$ cat config.mk
export PLATFORM = sky130hd
export DESIGN_NAME = shift_share_ctrl
export DESIGN_NICKNAME = d
export VERILOG_FILES = /design/src/rtl/shift_share_ctrl_pkg.sv /design/src/rtl/shift_share_ctrl_dp.sv /design/src/rtl/shift_share_ctrl_rr_arb2.sv /design/src/rtl/shift_share_ctrl.sv
export SDC_FILE = /design/constraint.sdc
export NUM_CORES = 1
export LEC_CHECK = 0
export CAP_MARGIN = 20
export CORE_ASPECT_RATIO = 0.9
export CORE_MARGIN = 3
export CORE_UTILIZATION = 30
export CTS_CLUSTER_SIZE = 8
export DETAILED_ROUTE_END_ITERATION = 8
export GPL_TIMING_DRIVEN = 1
export MAX_ROUTING_LAYER = met4
export PLACE_DENSITY = 0.55
export SLEW_MARGIN = 10
export SYNTH_ARGS = -nofsm -noshare
export SYNTH_HDL_FRONTEND = slang
export SYNTH_SLANG_ARGS = --single-unit
$ cat constraint.sdc
create_clock -name clk -period 4.25 [get_ports clk]
set_clock_uncertainty 0.15 [all_clocks]
set_input_delay 1.275 -clock clk [delete_from_list [all_inputs] [get_ports clk]]
set_output_delay 1.275 -clock clk [all_outputs]
set_load 0.05 [all_outputs]
$ cat src/rtl/shift_share_ctrl_pkg.sv
// Shared types and constants for the shared shift unit.
package shift_pkg;

   localparam int unsigned WIDTH_DEF = 32;

   localparam logic [2:0] FUNCT3_SLL     = 3'b001;
   localparam logic [2:0] FUNCT3_SRL_SRA = 3'b101;

   // Ownership of the single output result register.
   typedef enum logic [1:0] {
      EMPTY = 2'd0,
      FULL0 = 2'd1,
      FULL1 = 2'd2
   } state_e;

   // Direction is carried by funct3[2] alone; the low bits are not decoded.
   function automatic logic is_right(input logic [2:0] funct3);
      return (funct3[2] == FUNCT3_SRL_SRA[2]) && (funct3[2] != FUNCT3_SLL[2]);
   endfunction

endpackage

$ cat src/rtl/shift_share_ctrl_dp.sv
// Combinational shifter: left logical, right logical or arithmetic.
module shift_dp #(
   parameter int unsigned WIDTH = 32,
   parameter int unsigned SHW   = $clog2(WIDTH)
) (
   input  logic [WIDTH-1:0] ra_i,
   input  logic [SHW-1:0]   amt_i,
   input  logic             right_i,
   input  logic             arith_i,
   output logic [WIDTH-1:0] res_o
);

   // Kept in its own signal so the surrounding mux cannot strip the signedness.
   logic signed [WIDTH-1:0] sra;

   assign sra = $signed(ra_i) >>> amt_i;

   // Select the shift flavour.
   always_comb begin
      if (!right_i) begin
         res_o = ra_i << amt_i;
      end else if (arith_i) begin
         res_o = $unsigned(sra);
      end else begin
         res_o = ra_i >> amt_i;
      end
   end

endmodule

$ cat src/rtl/shift_share_ctrl_rr_arb2.sv
// Two-way round-robin arbiter; pointer names the port favoured on a tie.
module rr_arb2 (
   input  logic       clk,
   input  logic       rst_n,
   input  logic [1:0] valid,
   input  logic       advance,
   output logic [1:0] grant
);

   logic rr_ptr_q, rr_ptr_d;

   // Grant depends only on the valids and the pointer.
   always_comb begin
      grant[0] = valid[0] & (~valid[1] | ~rr_ptr_q);
      grant[1] = valid[1] & (~valid[0] |  rr_ptr_q);
   end

   // After an accept the pointer moves to the port that did not win.
   always_comb begin
      rr_ptr_d = rr_ptr_q;
      if (advance) begin
         rr_ptr_d = ~grant[1];
      end
   end

   // Pointer register.
   always_ff @(posedge clk) begin
      if (!rst_n) begin
         rr_ptr_q <= 1'b0;
      end else begin
         rr_ptr_q <= rr_ptr_d;
      end
   end

endmodule

$ cat src/rtl/shift_share_ctrl.sv
// Two requesters share one shifter; a single registered result is returned
// to the port that issued it.
module shift_share_ctrl
   import shift_pkg::*;
#(
   parameter int unsigned WIDTH = WIDTH_DEF,
   parameter int unsigned SHW   = $clog2(WIDTH),
   parameter int unsigned TAGW  = 4,
   parameter int unsigned CNTW  = 16
) (
   input  logic             clk,
   input  logic             rst_n,
   input  logic             req0_valid,
   output logic             req0_ready,
   input  logic [WIDTH-1:0] req0_ra,
   input  logic [WIDTH-1:0] req0_rb,
   input  logic [2:0]       req0_funct3,
   input  logic             req0_alt,
   input  logic [TAGW-1:0]  req0_tag,
   input  logic             req1_valid,
   output logic             req1_ready,
   input  logic [WIDTH-1:0] req1_ra,
   input  logic [WIDTH-1:0] req1_rb,
   input  logic [2:0]       req1_funct3,
   input  logic             req1_alt,
   input  logic [TAGW-1:0]  req1_tag,
   output logic             rsp0_valid,
   input  logic             rsp0_ready,
   output logic [WIDTH-1:0] rsp0_data,
   output logic [TAGW-1:0]  rsp0_tag,
   output logic             rsp1_valid,
   input  logic             rsp1_ready,
   output logic [WIDTH-1:0] rsp1_data,
   output logic [TAGW-1:0]  rsp1_tag,
   input  logic             flush,
   output logic [CNTW-1:0]  conflict_cnt
);

   state_e           state_q, state_d;
   logic [WIDTH-1:0] data_q, data_d;
   logic [TAGW-1:0]  tag_q, tag_d;
   logic [CNTW-1:0]  cnt_q, cnt_d;

   logic [1:0]       valid, grant;
   logic             adv, acc0, acc1, accept;
   logic [WIDTH-1:0] sel_ra, sel_rb, dp_res;
   logic [2:0]       sel_funct3;
   logic             sel_alt;
   logic [TAGW-1:0]  sel_tag;
   logic             unused_bits;

   assign valid = {req1_valid, req0_valid};

   // The output stage can take a new result when empty or being consumed.
   always_comb begin
      adv = 1'b0;
      unique case (state_q)
         EMPTY:   adv = 1'b1;
         FULL0:   adv = rsp0_ready;
         FULL1:   adv = rsp1_ready;
         default: adv = 1'b0;
      endcase
   end

   assign req0_ready = rst_n & ~flush & adv & grant[0];
   assign req1_ready = rst_n & ~flush & adv & grant[1];
   assign acc0       = req0_valid & req0_ready;
   assign acc1       = req1_valid & req1_ready;
   assign accept     = acc0 | acc1;

   rr_arb2 u_arb (
      .clk     (clk),
      .rst_n   (rst_n),
      .valid   (valid),
      .advance (accept),
      .grant   (grant)
   );

   assign sel_ra     = grant[1] ? req1_ra     : req0_ra;
   assign sel_rb     = grant[1] ? req1_rb     : req0_rb;
   assign sel_funct3 = grant[1] ? req1_funct3 : req0_funct3;
   assign sel_alt    = grant[1] ? req1_alt    : req0_alt;
   assign sel_tag    = grant[1] ? req1_tag    : req0_tag;

   // Only the low amount bits and funct3[2] matter to the datapath.
   assign unused_bits = ^{sel_rb[WIDTH-1:SHW], sel_funct3[1:0]};

   shift_dp #(
      .WIDTH (WIDTH),
      .SHW   (SHW)
   ) u_dp (
      .ra_i    (sel_ra),
      .amt_i   (sel_rb[SHW-1:0]),
      .right_i (is_right(sel_funct3)),
      .arith_i (sel_alt),
      .res_o   (dp_res)
   );

   // Next ownership and result capture; flush overrides every handshake.
   always_comb begin
      state_d = state_q;
      data_d  = data_q;
      tag_d   = tag_q;
      if (flush) begin
         state_d = EMPTY;
      end else if (acc0) begin
         state_d = FULL0;
         data_d  = dp_res;
         tag_d   = sel_tag;
      end else if (acc1) begin
         state_d = FULL1;
         data_d  = dp_res;
         tag_d   = sel_tag;
      end else if (adv) begin
         state_d = EMPTY;
      end
   end

   // Saturating count of cycles in which both ports request.
   always_comb begin
      cnt_d = cnt_q;
      if ((&valid) && !(&cnt_q)) begin
         cnt_d = cnt_q + 1'b1;
      end
   end

   // State, result and counter registers.
   always_ff @(posedge clk) begin
      if (!rst_n) begin
         state_q <= EMPTY;
         data_q  <= '0;
         tag_q   <= '0;
         cnt_q   <= '0;
      end else begin
         state_q <= state_d;
         data_q  <= data_d;
         tag_q   <= tag_d;
         cnt_q   <= cnt_d;
      end
   end

   assign rsp0_valid   = (state_q == FULL0);
   assign rsp1_valid   = (state_q == FULL1);
   assign rsp0_data    = data_q;
   assign rsp1_data    = data_q;
   assign rsp0_tag     = tag_q;
   assign rsp1_tag     = tag_q;
   assign conflict_cnt = cnt_q;

endmodule
* Word level (Yosys, flattened, before mapping)
Index checks and enable logic that the tools add are counted.
** Storage, ports and cells
- Bits in registers :: 55
- Latch bits :: 0
- RAM bits :: 0
- ROM bits :: 0
- Bits of input ports :: 151
- Memories kept :: 0
** Operators by class
- $add $sub $neg :: 1
- Multipliers :: 0
- Div/mod/pow operators :: 0
- Magnitude comparators :: 0
- Eq/ne operators :: 2
- Shift-type cells :: 3
- Multiplexer cells :: 15
- Bitwise logic cells :: 17
- Reductions and logical operators :: 11
** Operators with widths (count)
- 2-to-1 mux 32 bit :: 5
- left shift 32 x 5 -> 32 bit :: 1
- >> shifter 32 x 5 -> 32 bit :: 1
- >>> shifter 32 x 5 -> 32 bit :: 1
- adder 16 x 1 -> 16 bit, second input constant :: 1
- AND reduction 16 bit :: 1
- 2-to-1 mux 4 bit :: 3
- bitwise AND 1 bit :: 8
- NOT 1 bit :: 6
- 2-to-1 mux 5 bit :: 1
- 2-to-1 mux 2 bit :: 2
- AND reduction 2 bit :: 2
- nonzero test 2 bit :: 2
- 2-to-1 mux 3 bit :: 1
- OR 1 bit :: 3
- case mux 1 bit (3 select lines) :: 1
- nonzero test 3 bit :: 1
- OR reduction 3 bit :: 1
- equality test 2 x 1 -> 1 bit, second input constant :: 1
- equality test 2 bit, second input constant :: 1
- logical NOT 2 bit :: 1
- 2-to-1 mux 1 bit :: 2
- OR reduction 2 bit :: 1
- logical AND 1 bit :: 1
- logical NOT 1 bit :: 1

* Logic depth before layout (Yosys ltp)
Gate-level depths: netlist of the first run.
- Depth in word-level cells :: 9
- Depth in mapped cells :: 12
- Mapped depth without buffers :: 7

* Cells and area by module
Synthesis of the first run repeated with hierarchy kept, for this count alone.
** Second synthesis, totals
- Cells, all modules :: 890
- Area, all modules :: 7427.1 µm²
** Modules (own cells, without submodules)
- shift_dp :: times used 1, cells each 513, area each 4080.2 µm²
- shift_share_ctrl :: times used 1, cells each 371, area each 3294.4 µm²
- rr_arb2 :: times used 1, cells each 6, area each 52.6 µm²

* Worst setup path before layout of the first run
Ideal clock, no wire load.
- Path kind :: input-to-output
- Start point :: input req1_valid
- End point :: output req1_ready
- Arrival :: 3.148 ns
- Slack :: -0.323 ns
- Stages :: 6
- Path through :: buf_4 > buf_4 > nand2_2 > buf_2 > buf_2 > nor3_1
** Between the ends
- Word-level cells in the longest chain between the ends :: 2
** Ends and longest elaborated chain
- start: declaration :: RTL line shift_share_ctrl.sv:20 : input logic req1_valid,
- bitwise AND 1 bit :: RTL line shift_share_ctrl_rr_arb2.sv:15 : grant[1] = valid[1] & (~valid[0] | rr_ptr_q);
- bitwise AND 1 bit :: RTL line shift_share_ctrl.sv:66 : assign req1_ready = rst_n & ~flush & adv & grant[1];
- end: declaration :: RTL line shift_share_ctrl.sv:21 : output logic req1_ready,
Every way passes these cells.

* Final worst setup path of the first run
- Start point :: input req0_valid
- End point :: register data_q[29], in the netlist rsp0_data[29]
** Between the ends
- Word-level cells in the longest chain between the ends :: 9
** Ends and longest elaborated chain
- start: declaration :: RTL line shift_share_ctrl.sv:13 : input logic req0_valid,
- NOT 1 bit :: RTL line shift_share_ctrl_rr_arb2.sv:15
- OR 1 bit :: RTL line shift_share_ctrl_rr_arb2.sv:15
- bitwise AND 1 bit :: RTL line shift_share_ctrl_rr_arb2.sv:15
- 2-to-1 mux 32 bit / 2-to-1 mux 5 bit (equally long branches) :: RTL line shift_share_ctrl.sv:79, shift_share_ctrl.sv:80
- >> shifter 32 x 5 -> 32 bit / >>> shifter 32 x 5 -> 32 bit (equally long branches) :: RTL line shift_share_ctrl_dp.sv:25, shift_share_ctrl_dp.sv:16
- 2-to-1 mux 32 bit :: RTL line shift_share_ctrl_dp.sv:22 : end else if (arith_i) begin
- 2-to-1 mux 32 bit :: RTL line shift_share_ctrl_dp.sv:20 : if (!right_i) begin
- 2-to-1 mux 32 bit :: RTL line shift_share_ctrl.sv:110 : end else if (acc1) begin
- 2-to-1 mux 32 bit :: RTL line shift_share_ctrl.sv:106 : end else if (acc0) begin
- end signal: assignment :: RTL line shift_share_ctrl.sv:136 : data_q <= data_d;
- end: declaration :: RTL line shift_share_ctrl.sv:40 : logic [WIDTH-1:0] data_q, data_d;
Several ways; a longest one is shown, not always the timed one. The select of a mux whose other input is x is not followed.
A chain may end at the register's enable or synchronous reset.

==> results of run 1 <==
layout by cell type, fill, tap and decap left out, drive strengths merged, types with 12 or more instances in the layout:
master         synthesis  final
a21o                  12     12
a31oi                 21     21
nor2b                 19     19
nor2                  76     76
dfxtp                 55     55
and3                  12     12
o2111ai               13     13
nand2                105    105
o221ai                13     13
nand4                 13     13
nand2b                13     13
o21ai                 90     90
mux2i                104    104
nor4                  12     12
nor3                  25     25
nand3                 39     39
mux4                  17     17
inv                   18     20
a221oi                17     17
o31ai                 18     18
clkdlybuf4s50          0    177
a211oi                30     30
buf                  125    258
o211ai                24     24
a21oi                 60     60
mux2                  44     44
registers in the layout, summed over array words and instances, names as in the netlist:
register,flops
rsp0_tag,4
conflict_cnt,16
state_q,2
u_arb.rr_ptr_q,1
rsp0_data,32
power by group through the flow:
stage | clock (mW) | sequential [mW] | combinational [mW]
6_report | 0.521 | 0.578 | 1.92
5_1_grt | 0.544 | 0.583 | 2.01
4_1_cts | 0.521 | 0.578 | 1.88
3_5_place_dp | 0 | 0.590 | 1.87
3_3_place_gp | 0 | 0.588 | 1.88
2_1_floorplan | 0 | 0.680 | 0.922
layer usage:
| layer | part of all wire, % | vias up |
|---|---|---|
| li1 | - | 5080 |
| met1 | 45 | 5401 |
| met2 | 44 | 569 |
| met3 | 7.8 | 74 |
| met4 | 3.3 | 0 |
| met5 | 0 | - |
worst max-delay path by stage:
stage	end	slack, ps
2_1_floorplan	req1_ready	100
3_3_place_gp	rsp0_data[11]	-330
3_5_place_dp	rsp0_data[11]	-280
4_1_cts	rsp0_data[11]	4
5_1_grt	req1_ready	30
6_report	rsp0_data[29]	50
timing repair:
item / 4_1_cts / 5_1_grt
gates resized for setup: 0 / 3
buffers inserted: 0 / 0
endpoints found under the setup margin: 0 / 4
hold buffers: 0 / 0
area by class of cell:
type	instances	area (um^2)	area share (%)
multi-input combinational	945	6808	54.18
timing repair buffer	435	3921	31.21
sequential	55	1101	8.763
tap	390	488.0	3.884
clock buffer	5	125.1	0.9958
inverter	19	71.32	0.5676
clock inverter	3	50.05	0.3983
worst max-delay path, stage by stage:
cell and delay [ps]:
clkdlybuf4s50_1 500, nand2b_4 190, buf_12 180, buf_4 190, nand3_1 160, nand2_2 340
mux2_2 460, nor2b_1 160, o41ai_1 610, a22o_1 210
synthesized netlist by cell type, drive strengths merged (6+ instances only):
master,count
nor2b,19
o2111ai,13
o22ai,7
buf,125
o211ai,24
nand2,105
nand4,13
a21o,12
nand3,39
or2,6
a31oi,21
a2111oi,10
nor3,25
o31a,8
nor2,76
a211o,7
mux2,44
a221oi,17
mux4,17
nor4,12
clkbuf,20
o21ai,90
and2,7
o21a,7
nand2b,13
a22oi,8
mux2i,104
o31ai,18
a311oi,10
a211oi,30
or3,9
o221ai,13
dfxtp,55
a21oi,60
inv,18
and3,12
metrics by stage:
stage	area [um^2]	setup WS, ps	TNS [ps]
final	12560	53.83	0
after global routing	12560	25.73	0
after CTS	12550	4.489	0
after detailed placement	12380	-284.1	-1009
after global placement	12380	-329.8	-1021
after floorplan	8846	96.90	0
cells by family (layout without fill, tap and decap cells):
kind of cell / count (synthesis) / after routing
adder cells (fa/ha/maj): 1 / 1
AND/OR/NAND/NOR: 350 / 350
flip-flops: 55 / 55
buffers and inverters: 164 / 462
AO/OA/AOI/OAI: 419 / 419
XOR/XNOR: 10 / 10
multiplexers: 165 / 165
==> impl_results.md, run 1 <==
- Inserted Diodes: 0
- First-pass GRT wire length: 69,710 um
- DIE HEIGHT: 168.9 um
- Worst Reg-to-Reg Cells: 9
- Total GRT Usage: 29.19%
- Max Clock Freq: 0.2383 GHz
- Antenna viol nets, final: 0
- Hold depth: 2
- Gr ovfl total: 0
- Setup crit end kind: flop
- Clock transition at path regs: 80 ps
- Final Critical Period: 4196 ps
- Simple-Gate Fraction of Synth Area: 19.66%
- Headroom to the max-slew limit: 49.73%
- XOR/XNOR Fraction of Synth Area: 0.9907%
- CP Class: in -> reg
- Residual DRC: 0
- Hold WS: 352.0 ps
- Synth area leader: dfxtp_1
- Flop pwr share: 19.1%
- Htree depth: 2
- Top FF cell, synth: dfxtp_1
- Row count: 58
- Met2 Usage GRT: 45.21%
- Path type of the worst min-delay path: reg -> reg
- Layout area overhead: 42.12%
- Adder-cell share of the synthesized area: 0.1415%
- TritonCTS Buffers: 5
- CTS Buffer Depth: 2
- Final Hold Vio Count: 0
- Sequential area share after synthesis: 12.45%
- Final period utilization: 98.73%
- Post-Syn Nets: 1,316
- Pins Over Slew Limit: 0
- Clk network pwr share: 17.3%
- Number of nets in the layout: 1,613
- Max_cap viols: 0
- TritonCTS clock tree: yes
- Worst slew pin tran: 733.0 ps
- Final setup violation count: 0
- R2R Path Start: u_arb.rr_ptr_q
- Unrepaired setup endpoints after global routing: false
- Flops & latches, synth: 55
- Placer Congestion: 0.9947
- Total power: 3.017 mW
- Fillers: 2,953
- Asr flop ratio synth: 0%
- Sw Share: 46.43%
- Fin util: 44.17%
- Worst skew pair latency: 310 ps
- Post-Syn Area: 8841 um^2
- Top-area cell type share of the netlist area: 12.45%
- Avg WL per Cell: 25.11 um
- Layout cells sized above 1: 25.03%
- I/O pin count: 243
- Largest family of logic cells by synthesized area: compound AO/OA/AOI/OAI gates
- GR Util met1: 39.73%
- Cells after synthesis: 1,164
- Largest net degree at the start of global routing: 36
- Root Buffer: clkbuf_16
- Vias in the first global route: 10,837
- Leakage power: 4.964 nW
- Synth Area in Compound Gates: 34.23%
- Antenna violations before repair: 0
- Worst setup path start: req0_valid
- Core region area: 28,450 um^2
- Worst Path Max Fanout: 22
- Comb power frac: 63.6%
- Status: finished clean
- Worst hold path startpoint: conflict_cnt[9]
- FF-to-FF setup slack: 1110 ps
- Mapped Avg Cell Area: 7.595 um^2
- Hpwl dp: 37,240 um
- Max VDD drop: 0.1740 mV
- Number of flops mapped to enable cells by yosys: 0
- Post-synthesis mux area share: 21.71%
- Synthesis Warnings: 0
- Number of library cell types mapped by synthesis: 99
- Int Pwr: 1.616 mW
- Die X: 187.0 um
- First-pass iteration count of the detailed router: 5
- Vias per std cell: 6.006
- Synth top area cells: dfxtp_1 (12%), mux2i_1 (12%), mux2_2 (5.6%)
- Required @ worst endpoint: 4360 ps
- Final cell count without fillers: 1,852
- Post-Route WL: 46,510 um
- First-iteration detailed-routing DRC count: 1,098
- Crit start category: input port
- R2R Path End: rsp0_data[29]
- GRT met3 Usage: 4.038%
- Hold path endpoint: conflict_cnt[9]
- Die footprint: 31,570 um^2
- Initial Util: 31.08%
- CP arrival: 4300 ps
- Cells after DPL: 1,844
- Sink Count: 55
- Busiest grt layer: met2
- Pwr Density: 240.1 nW/um^2
- Number of I/O port buffers: 184
- DR vias: 11,124
- Psw: 1.401 mW
No activity file was read; power rests on OpenSTA's default activity.
==> run 2, diff against run 1 <==
--- a/config.mk
+++ b/config.mk
@@ -6,7 +6,7 @@
 export NUM_CORES = 1
 export LEC_CHECK = 0
 export CAP_MARGIN = 20
-export CORE_ASPECT_RATIO = 0.9
+export CORE_ASPECT_RATIO = 1.2
 export CORE_MARGIN = 3
 export CORE_UTILIZATION = 30
 export CTS_CLUSTER_SIZE = 8
==> run 2 against run 1 <==
  * Maximum frequency increased by 0.72%
  * Via count decreased by 1.2%
  * Wire length shrank 3.8%
  * Register-to-register slack improved by 50 ps
  * Total power decreased by 1.9%
  * Die area barely moved
  * Combinational power barely moved
  * Worst hold slack got worse by 3.3 ps
  * Critical endpoint is now req1_ready
  * Highest routed layer unchanged
  * Cell area is 0.68% higher
  * Largest power group unchanged
  * Worst setup slack better by 30 ps
==> impl_results.md, run 2 (synthesis results as in run 1) <==
- Sequential cell area: 1101 um^2
- First-iteration detailed-routing DRC count: 1,067
- Initial Util: 30.56%
- Headroom to the max-slew limit: 54.90%
- Antenna viol nets, final: 0
- Row count: 68
- Most frequent cells in the layout: buf_4 (245), clkdlybuf4s50_1 (177), mux2i_1 (104), nand2_1 (102), o21ai_0 (83)
- Final worst slack: 84.01 ps
- First-pass iteration count of the detailed router: 6
- Final period utilization: 98.02%
- TritonCTS clock tree: yes
- Htree depth: 2
- FF-to-FF setup slack: 1160 ps
- CP arrival: 2740 ps
- Gr ovfl total: 0
- R2R Path Start: u_arb.rr_ptr_q
- Core region area: 28,930 um^2
- Max Clock Freq: 0.2400 GHz
- Clock transition at path regs: 80 ps
- Place WS: -191.2 ps
- Worst hold path startpoint: conflict_cnt[1]
- Layout cells sized above 1: 25.58%
- DR vias: 10,995
- Post-Route WL: 44,730 um
- DIE HEIGHT: 194.1 um
- CP Class: in -> out
- Hold buffers post-CTS: 0
- TritonCTS Buffers: 5
- Sink Count: 55
- Max VDD drop: 0.1569 mV
- Vias in the first global route: 10,510
- Worst Reg-to-Reg Cells: 11
- Commonest non-fill, non-tap cell in the layout: buf_4
- I/O pin count: 243
- Total negative setup slack: 0 ps
- Number of I/O port buffers: 184
- Worst skew pair latency: 310 ps
- Hpwl dp: 36,190 um
- Die footprint: 31,570 um^2
- Placer Congestion: 1.008
- Residual DRC: 0
- Pwr Density: 234.0 nW/um^2
- Die X: 162.7 um
- CTS Buffer Depth: 2
- Final setup violation count: 0
- Max_cap viols: 0
- Avg WL per Cell: 24.06 um
- Setup crit end kind: output pin
- Final instance area: 12,650 um^2
- Vias per std cell: 5.914
- Antenna violations before repair: 0
- Layout area overhead: 43.08%
- Pins Over Slew Limit: 0
- Status: finished clean
- Fin util: 43.73%
- Leakage power: 5.021 nW
- Final Hold Vio Count: 0
- First-pass GRT wire length: 66,410 um
- Crit start category: input port
- Path type of the worst min-delay path: reg -> reg
- Unrepaired setup endpoints after global routing: false
- Number of nets in the layout: 1,625
- Cell Area, Placed: 12,420 um^2
- Total GRT Usage: 27.80%
- Final Critical Period: 4166 ps
- Fillers: 3,021
- Root Buffer: clkbuf_16
- Max reg flops: 32
- Inserted Diodes: 0
- R2R Path End: rsp0_data[29]
- Hold path endpoint: conflict_cnt[1]
- Hold depth: 2
- Cells after DPL: 1,846
- Final cell count without fillers: 1,859
- Multi-input gate area: 6802 um^2
- Largest net degree at the start of global routing: 47
- Worst slew pin tran: 669.4 ps
- Worst Path Max Fanout: 19
- Required @ worst endpoint: 2820 ps
==> run 2: how the worst max path moves through the flow <==
stage	start	end	cells after the start
after floorplan	req1_valid	req1_ready	6
after global placement	req0_valid	rsp0_data[29]	12
after CTS	req0_valid	req0_ready	8
final	req0_valid	req1_ready	7
after global routing	req0_valid	rsp0_data[29]	12
after detailed placement	req0_valid	rsp0_data[29]	12
==> run 2: power breakdown <==
| group | internal (mW) | switching [mW] | total (mW) |
|---|---|---|---|
| Combinational | 0.809 | 1.12 | 1.93 |
| Sequential | 0.546 | 0.0271 | 0.573 |
| Clock | 0.226 | 0.229 | 0.455 |
| Total | 1.58 | 1.38 | 2.96 |
==> run 2: layer usage <==
metal  GRT usage [%]  part of all wire (%)
met5               -                     0
met4           10.06                   4.6
met3           1.752                   6.2
met2           44.82                    46
met1           36.70                    43
==> run 2: final cells by class <==
type,count,area share [%]
Multi-Input combinational cell,945,53.77
Inverter,19,0.5638
Sequential cell,55,8.704
Clock buffer,5,0.9891
Clock inverter,3,0.2176
Timing Repair Buffer,447,31.95
Tap cell,385,3.808
==> run 2: per-stage QoR <==
step / hold slack (ps) / power, mW
after global placement: 331.0 / 2.473
after detailed placement: 344.4 / 2.470
after global routing: 372.7 / 3.093
after CTS: 357.2 / 2.937
final: 348.6 / 2.960
after floorplan: 303.9 / 1.603
==> run 2: repair_timing <==
action / 4_1_cts / 5_1_grt
setup endpoints to repair: 0 / 1
resized for setup: 0 / 1
hold endpoints to repair: 0 / 0
setup buffers: 0 / 4
==> run 2: worst max-delay path, cell delays in order <==
cell	delay (ps)
clkdlybuf4s50_1	480
nand2b_2	120
buf_12	170
nand2_4	110
buf_12	160
nor3_2	240
buf_12	170
==> run 3, diff against run 2 <==
--- a/config.mk
+++ b/config.mk
@@ -14,7 +14,6 @@
 export GPL_TIMING_DRIVEN = 1
 export MAX_ROUTING_LAYER = met4
 export PLACE_DENSITY = 0.55
-export SLEW_MARGIN = 10
 export SYNTH_ARGS = -nofsm -noshare
 export SYNTH_HDL_FRONTEND = slang
 export SYNTH_SLANG_ARGS = --single-unit
==> results of run 3 <==
Final layout, timing and power as in run 2 (identical DEF).
